<file path="src/rtl/ivl_uvm_rr_arb.sv">
// Round-robin arbiter with a registered one-hot-or-zero grant and an idle gap between owners.
// Optional hold timeout is built when IVL_UVM_RR_ARB_TIMEOUT_EN is defined.
module ivl_uvm_rr_arb #(
    parameter int N_REQ = 8,
    parameter int MAX_HOLD = 16,
    localparam int IW = $clog2(N_REQ)
) (
    input  logic             clk,
    input  logic             rst_n,
    input  logic [N_REQ-1:0] req,
    input  logic             done,
    output logic [N_REQ-1:0] arb_gnt_vec,
    output logic             gnt_valid,
    output logic [IW-1:0]    gnt_id,
    output logic             timeout_pulse
);

    typedef enum logic [1:0] {
        IDLE    = 2'd0,
        GRANT   = 2'd1,
        RELEASE = 2'd2
    } state_t;

    state_t           state_q, state_d;
    logic [IW-1:0]    rr_ptr_q, rr_ptr_d;
    logic [N_REQ-1:0] gnt_vec_d;
    logic [IW-1:0]    gnt_id_d;
    logic             gnt_valid_d;
    logic             timeout_pulse_d;
    logic             timeout_hit;

    logic [IW-1:0]    scan_idx;
    logic [IW-1:0]    win_id;
    logic             win_found;
    logic [IW-1:0]    win_next;

    if (N_REQ < 2 || N_REQ > 32 || MAX_HOLD < 2) begin : g_bad_cfg
        $error("ivl_uvm_rr_arb: N_REQ must be 2..32 and MAX_HOLD >= 2");
    end

    // First requester at or after rr_ptr, wrapping modulo N_REQ.
    always_comb begin
        win_found = 1'b0;
        win_id    = '0;
        scan_idx  = '0;
        for (int k = 0; k < N_REQ; k++) begin
            scan_idx = IW'((int'(rr_ptr_q) + k) % N_REQ);
            if (!win_found && req[scan_idx]) begin
                win_found = 1'b1;
                win_id    = scan_idx;
            end
        end
        win_next = (win_id == IW'(N_REQ - 1)) ? '0 : win_id + 1'b1;
    end

`ifdef IVL_UVM_RR_ARB_TIMEOUT_EN
    localparam int HW = $clog2(MAX_HOLD);
    localparam logic [HW-1:0] HOLD_MAX = HW'(MAX_HOLD - 1);

    logic [HW-1:0] hold_cnt;

    always_ff @(posedge clk or negedge rst_n) begin
        if (!rst_n) begin
            hold_cnt <= '0;
        end else if (state_d == GRANT && state_q != GRANT) begin
            hold_cnt <= '0;
        end else if (state_q == GRANT && hold_cnt != HOLD_MAX) begin
            hold_cnt <= hold_cnt + 1'b1;
        end
    end

    assign timeout_hit = (state_q == GRANT) && (hold_cnt == HOLD_MAX) && !done;
`else
    assign timeout_hit = 1'b0;
`endif

    always_comb begin
        state_d         = state_q;
        rr_ptr_d        = rr_ptr_q;
        gnt_vec_d       = arb_gnt_vec;
        gnt_id_d        = gnt_id;
        timeout_pulse_d = 1'b0;
        unique case (state_q)
            IDLE, RELEASE: begin
                if (win_found) begin
                    state_d           = GRANT;
                    gnt_vec_d         = '0;
                    gnt_vec_d[win_id] = 1'b1;
                    gnt_id_d          = win_id;
                    rr_ptr_d          = win_next;
                end else begin
                    state_d   = IDLE;
                    gnt_vec_d = '0;
                    gnt_id_d  = '0;
                end
            end
            GRANT: begin
                if (done || !req[gnt_id] || timeout_hit) begin
                    state_d         = RELEASE;
                    gnt_vec_d       = '0;
                    gnt_id_d        = '0;
                    timeout_pulse_d = timeout_hit;
                end
            end
            default: begin
                state_d   = IDLE;
                gnt_vec_d = '0;
                gnt_id_d  = '0;
            end
        endcase
        gnt_valid_d = |gnt_vec_d;
    end

    always_ff @(posedge clk or negedge rst_n) begin
        if (!rst_n) begin
            state_q       <= IDLE;
            rr_ptr_q      <= '0;
            arb_gnt_vec   <= '0;
            gnt_valid     <= 1'b0;
            gnt_id        <= '0;
            timeout_pulse <= 1'b0;
        end else begin
            state_q       <= state_d;
            rr_ptr_q      <= rr_ptr_d;
            arb_gnt_vec   <= gnt_vec_d;
            gnt_valid     <= gnt_valid_d;
            gnt_id        <= gnt_id_d;
            timeout_pulse <= timeout_pulse_d;
        end
    end

endmodule

</file>
<file path="config.mk">
export PLATFORM = sky130hd
export DESIGN_NAME = ivl_uvm_rr_arb
export DESIGN_NICKNAME = d
export VERILOG_FILES = /design/src/rtl/ivl_uvm_rr_arb.sv
export SDC_FILE = /design/constraint.sdc
export NUM_CORES = 1
export LEC_CHECK = 0
export ABC_AREA = 1
export ABC_CLOCK_PERIOD_IN_PS = 4300
export CORE_MARGIN = 5
export CORE_UTILIZATION = 25
export CTS_BUF_LIST = sky130_fd_sc_hd__clkbuf_4 sky130_fd_sc_hd__clkbuf_8
export CTS_CLUSTER_SIZE = 12
export DETAILED_ROUTE_END_ITERATION = 10
export PLACE_DENSITY = 0.54
export SYNTH_ARGS = -nofsm -noshare
export SYNTH_HDL_FRONTEND = slang
export SYNTH_SLANG_ARGS = --single-unit
</file>
<file path="constraint.sdc">
create_clock -name clk -period 4.3 [get_ports clk]
set_input_delay 0.43 -clock clk [delete_from_list [all_inputs] [get_ports clk]]
set_output_delay 0.43 -clock clk [all_outputs]
set_load 0.01 [all_outputs]
</file>
==> metrics, run 1 <==
outcome finished clean; Worst path max stage delay 0.59 ns; root buf cell clkbuf_8; GP Congestion a little under 0.9; router iterations before antenna repair 4; main combinational cell family by area after synthesis simple AND/OR/NAND/NOR gates; most frequent cell after synthesis nand2_1; final setup fails 0; Port Buffers 22; worst-path fanout max 11; post-CTS setup buffer count 0; Final period util 73.0%; top cell type's share of synthesized area between 20% and 30%; clk slew on worst S/H paths 0.06 ns; PnR worst setup slack around 1.2 ns; CP startpoint rr_ptr_q[0]$_DFFE_PN0P_; H-tree depth 1; Hold Fails Final Rpt 0; post-route ant nets 0; Mapped Cells ~250; Post-synth EDFFs 0; antenna violations before repair 0; n_diodes 0; Syn-to-layout area delta 18.8%; reg2reg start rr_ptr_q[0]$_DFFE_PN0P_; max-cap check violation count 0; CTS tree done; post-synthesis compound-gate area fraction around 6.9%; Total GRT Usage around a tenth; die area slightly below 9000 µm²; largest net degree at the start of global routing 18; Critical Path RT 4.44 ns; max-slew violation count 0; xor and xnor fraction of the mapped netlist area under 10%; RSZ-0062 raised after global routing false; Mapped Area 1750 µm²; largest buffer count on any clock path 2; Place WS around 1.2 ns; number of core rows 30; Critical Path Most Common Cell nor2_1; CP Launch Type register; Reg2Reg Setup Slack approximately 1.2 ns; Mean Syn Cell Area 6.93 µm²; vias in the first global route ~1600; DRC 0; cts bufs inserted 3; critical path endpoint category register; IO Count 24; nets@finish around 290; cells along the critical path inv_4 > ha_1 > inv_2 > nand3_1 > nand2_2 > nor2_2 > nor2_4 > nand4_1 > nor2_1 > nor2_1 > nand3_2 > nor2_4 > inv_1 > nand2_1 > nor2_1 > nor2_1 > nand2_1 > nor2_1 > nand2_1; Mapped Nets 266; CTS sink count 17; Clk Latency, worst-skew pair about 0.25 ns; drt wl/cell around 11 µm; Final min period 3.14 ns; DP HPWL between 3000 and 4000 µm; initial core utilization between 20 and 30%; Die W roughly 94 µm; initial drt markers 46; simple-gate share of the synthesized area about half; post-synth top area cell dfrtp_1; kind of critical path reg -> reg; Achievable Freq 318 MHz; CTS resizes 0; Detailed Route WL roughly 4200 µm; Area contributors post-synth dfrtp_1, nand2_1, nor2_1; skew final 0.00259 ns; first-pass GRT wire length a little over 7000 µm; Setup TNS 0 ns; end point of the critical path gnt_valid$_DFF_PN0_; Synthesis Warnings 0; Seq/Total Area, Yosys between 20% and 30%; Overflow after GRT 0; slowest stage cell, crit path dfrtp_1; most used flip-flop cell after synthesis dfrtp_1; R2R depth 19; Worst-Margin Slew about 0.77 ns; share of cells above drive strength 1 between 20% and 30%; library cells used by synthesis 36; core area roughly 6800 µm²; FF+latch count, synth 17; Chip Height 93.8 µm; synth cell count leaders nand2_1, nor2_1, inv_1, nand3_1, dfrtp_1; relative slew slack between 40% and 50%; HP Class reg -> reg; post-synthesis adder-cell area fraction 1.43%; vias between 1500 and 2000; ys async rst share between 90% and 100%; Reg-to-Reg End gnt_valid$_DFF_PN0_; vias per inst 4.34; mux share of post-synthesis cell area 0%; Post-CTS Hold Fix Bufs 0; Worst EP arrival between 3 and 4 ns
==> routing by layer <==
metal / track usage [%] / vias up / part of all wire, %
li1: - / 841 / -
met1: 13.4 / 712 / 49
met2: 16.7 / 39 / 46
met3: 1.12 / 11 / 3.4
met4: 3.13 / 0 / 1.6
met5: 0 / - / 0
==> cells by family (layout without fill, tap and decap cells) <==
logic type	after synthesis	after routing
other	1	1
flip-flops	17	17
XOR/XNOR	4	4
AND/OR/NAND/NOR	163	163
AO/OA/AOI/OAI	19	19
buffers and inverters	47	67
adder cells (fa/ha/maj)	2	2
==> state kept, by name (all words and copies together), names as in the netlist <==
name,count
rr_ptr_q,3
state_q,2
arb_gnt_vec,8
gnt_valid,1
gnt_id,3
==> worst max-delay path: cells and delay by family, from the launching register on <==
family        cells  cell delay [ns]
simple gates     15             1.56
flops             1             0.59
fa+ha+maj         1             0.48
buf+inv           3             0.39
==> cells in the final DEF, fill, tap and decap left out, types with 2 or more instances in the layout <==
cell type and instances:
xnor2_2 2, inv_2 9, nand3_2 16, inv_1 29, dfrtp_1 17, clkbuf_8 3, nand4_1 5, clkdlybuf4s50_1 22
nand3_1 25, nand2_1 48, nand2_2 8, nor2_1 44, o22ai_1 3, nor2_4 4, nand2_4 8, ha_1 2
o32ai_1 2, nor2_2 2, a21oi_1 4, clkinv_1 2, o21ai_0 5
==> metrics by stage <==
| step | std cells | hold slack, ns | area (µm²) | util [%] |
|---|---|---|---|---|
| floorplan | 253 | 0.134 | 1750 | - |
| global placement | 365 | 0.502 | 2040 | 30.0 |
| detailed placement | 365 | 0.501 | 2040 | 30.0 |
| CTS | 369 | 0.512 | 2080 | 30.7 |
| global route | 369 | 0.574 | 2080 | 30.7 |
| finish | 369 | 0.508 | 2080 | 30.7 |
==> layout make-up <==
cell class	instances	area, µm²
flip-flops and latches	17	425
well taps	96	120
fillers	717	4710
clock buffers	4	48.8
repair buffers	22	220
inverters	41	156
multi-input cells	189	1110
==> how the worst min path moves through the flow <==
| stage | startpoint | end | slack, ns | cells past startpoint |
|---|---|---|---|---|
| final | state_q[1]$_DFFE_PN0P_ | state_q[1]$_DFFE_PN0P_ | 0.51 | 3 |
| after global routing | state_q[1]$_DFFE_PN0P_ | state_q[1]$_DFFE_PN0P_ | 0.57 | 3 |
| after CTS | state_q[1]$_DFFE_PN0P_ | state_q[1]$_DFFE_PN0P_ | 0.51 | 3 |
| after detailed placement | state_q[1]$_DFFE_PN0P_ | state_q[1]$_DFFE_PN0P_ | 0.50 | 3 |
| after global placement | state_q[1]$_DFFE_PN0P_ | state_q[1]$_DFFE_PN0P_ | 0.50 | 3 |
| after floorplan | rst_n | arb_gnt_vec[0]$_DFF_PN0_ | 0.13 | 0 |
Power of run 1 is not shown: default switching activity piles up to over one toggle a cycle in this logic, so the estimate is an artifact.
==> inputs of run 2 (changes only) <==
--- a/config.mk
+++ b/config.mk
@@ -6,13 +6,13 @@
 export NUM_CORES = 1
 export LEC_CHECK = 0
 export ABC_AREA = 1
-export ABC_CLOCK_PERIOD_IN_PS = 4300
+export ABC_CLOCK_PERIOD_IN_PS = 2600
 export CORE_MARGIN = 5
 export CORE_UTILIZATION = 25
 export CTS_BUF_LIST = sky130_fd_sc_hd__clkbuf_4 sky130_fd_sc_hd__clkbuf_8
 export CTS_CLUSTER_SIZE = 12
 export DETAILED_ROUTE_END_ITERATION = 10
-export PLACE_DENSITY = 0.54
+export PLACE_DENSITY = 0.55
 export SYNTH_ARGS = -nofsm -noshare
 export SYNTH_HDL_FRONTEND = slang
 export SYNTH_SLANG_ARGS = --single-unit
==> constraint.sdc (replaced) <==
create_clock -name clk -period 2.6 [get_ports clk]
set_input_delay 0.26 -clock clk [delete_from_list [all_inputs] [get_ports clk]]
set_output_delay 0.26 -clock clk [all_outputs]
set_load 0.01 [all_outputs]
==> metrics, run 2 (synthesis results as in run 1) <==
root buf cell clkbuf_8; Detailed Route WL 4910 µm (+18%); Total GRT Usage 10.5% (+0.49 points); HP Class in -> async; largest net degree at the start of global routing 18 (unchanged); Worst path max stage delay 0.41 ns (-0.18 ns); Port Buffers 22 (unchanged); R2R depth 18 (-1); vias in the first global route 1699 (+5.8%); max-cap check violation count 0 (unchanged); Final period util 99.8% (+27 points); Syn-to-layout area delta 54.0%; H-tree depth 1 (unchanged); CP Launch Type register; max-slew violation count 0 (unchanged); RSZ-0062 raised after global routing true; WP depth 18 (-1); antenna violations before repair 0 (unchanged); worst-path fanout max 6 (-5); critical path endpoint category register; Die W 93.8 µm (unchanged); IO Count 24 (unchanged); vias per inst 4.42 (+1.7%); initial drt markers 46 (unchanged); commonest cells after routing, fill and taps aside nor2_1, buf_4, nand2_1; Worst EP arrival 2.74 ns (-0.54 ns); final hold slack 0.467 ns (-0.0412 ns); first-pass GRT wire length 7610 µm (+4.6%); DP HPWL 3640 µm (+5.2%); relative slew slack 47.5% (-1.2 points); initial core utilization 25.8% (unchanged); largest buffer count on any clock path 2 (unchanged); Top Registers arb_gnt_vec (8), gnt_id (3), rr_ptr_q (3); cts bufs inserted 3 (unchanged); die area 8790 µm² (unchanged); Critical Path RT 2.74 ns (-1.70 ns); Reg2Reg Setup Slack 0.005 ns (-1.15 ns); final setup fails 0 (unchanged); delay-heaviest family, CP simple AND/OR/NAND/NOR gates; router iterations before antenna repair 6 (+2); Chip Height 93.8 µm (unchanged); Post-CTS Hold Fix Bufs 0 (unchanged); Hold Fails Final Rpt 0 (unchanged); Achievable Freq 385 MHz (+21%); vias 1815 (+13%); final core occ 39.8% (+9.1 points); Setup TNS 0 ns (unchanged); CTS sink count 17 (unchanged); Worst Path Buf+Inv 3 (unchanged); slowest stage cell, crit path dfrtp_1; cells along the critical path inv_4 > ha_4 > nand3_4 > nand3_4 > nand2_4 > nor2_8 > nand4_4 > nor2_4 > nand4_1 > inv_2 > nor2_4 > buf_6 > nand3_2 > nor2_1 > nor2_1 > nand2_1 > nor2_1 > nand2_1; CTS tree done; share of cells above drive strength 1 43.5% (+22 points); Place WS -0.0904 ns (-1.26 ns); max FFs per register 8 (unchanged); outcome finished clean; GP Congestion 0.883 (+1.3%); commonest non-fill, non-tap cell in the layout nor2_1; Final min period 2.59 ns (-0.545 ns); Worst-Margin Slew 0.786 ns (+0.0185 ns); drt wl/cell 11.9 µm (+5.9%); post-route ant nets 0 (unchanged); core area 6790 µm² (unchanged); Critical Path Most Common Cell nor2_1; Overflow after GRT 0 (unchanged); n_diodes 0 (unchanged); number of core rows 30 (unchanged); Largest Register arb_gnt_vec; Reg-to-Reg End gnt_valid$_DFF_PN0_; DRC 0 (unchanged); skew final 0.00169 ns (-0.000902 ns); reg2reg start rr_ptr_q[0]$_DFFE_PN0P_; PnR worst setup slack 0.00510 ns (-1.15 ns); Clk Latency, worst-skew pair 0.25 ns (about the same); kind of critical path reg -> reg; nets@finish 329 (+15%); clk slew on worst S/H paths 0.06 ns (about the same)
==> run 2: changes by cell type in the layout (fill, tap and decap cells not counted), moves of 3 or more <==
cell / delta
nor2_2: +3
nand2_4: +4
nand3_2: -3
nand2_2: +9
nand3_4: +10
nor2_1: -5
nand3_1: -7
buf_6: +4
nand2_1: -13
buf_4: +36
==> run 2: final cells by class <==
class	count	area, µm²
inverter	41	164
multi-input combinational	189	1380
timing repair buffer	64	566
fill	684	4090
tap	96	120
clock buffer	4	48.8
sequential	17	427
==> run 2: layer usage <==
layer / vias to the layer above / wire, µm / GRT usage (%)
met5: - / 0 / 0
met3: 6 / 151 / 1.12
li1: 929 / - / -
met2: 34 / 2450 / 17.5
met4: 0 / 81 / 3.25
met1: 846 / 2230 / 14.0
==> run 2: worst max path at each step <==
stage | startpoint | to | slack [ns]
after CTS | rr_ptr_q[0]$_DFFE_PN0P_ | gnt_valid$_DFF_PN0_ | 0.01
after global placement | rr_ptr_q[0]$_DFFE_PN0P_ | gnt_valid$_DFF_PN0_ | -0.05
final | rr_ptr_q[0]$_DFFE_PN0P_ | gnt_valid$_DFF_PN0_ | 0.005
after global routing | rr_ptr_q[0]$_DFFE_PN0P_ | gnt_valid$_DFF_PN0_ | -0.17
after floorplan | rr_ptr_q[0]$_DFFE_PN0P_ | gnt_valid$_DFF_PN0_ | 0.01
after detailed placement | req[5] | gnt_valid$_DFF_PN0_ | -0.09
==> run 2: stage by stage <==
stage	cell area (µm²)	instances
6_report	2700	411
4_1_cts	2360	402
2_1_floorplan	1760	253
5_1_grt	2700	411
3_5_place_dp	2280	397
3_3_place_gp	2280	397
==> run 2: what timing repair did <==
| action | in CTS | in global routing |
|---|---|---|
| pin swaps | 6 | 27 |
| endpoints found under the hold margin | 0 | 0 |
| gates resized for setup | 4 | 62 |
| setup buffers | 1 | 9 |
| endpoints found under the setup margin | 1 | 11 |
Power of run 2 is left out for the same reason.
==> inputs of run 3 (changes only) <==
--- a/config.mk
+++ b/config.mk
@@ -7,6 +7,7 @@
 export LEC_CHECK = 0
 export ABC_AREA = 1
 export ABC_CLOCK_PERIOD_IN_PS = 2600
+export CAP_MARGIN = 30
 export CORE_MARGIN = 5
 export CORE_UTILIZATION = 25
 export CTS_BUF_LIST = sky130_fd_sc_hd__clkbuf_4 sky130_fd_sc_hd__clkbuf_8
==> results of run 3 <==
Same layout as run 2: the final DEF is identical, and so are final timing and power.
Power of run 3 is left out for the same reason.
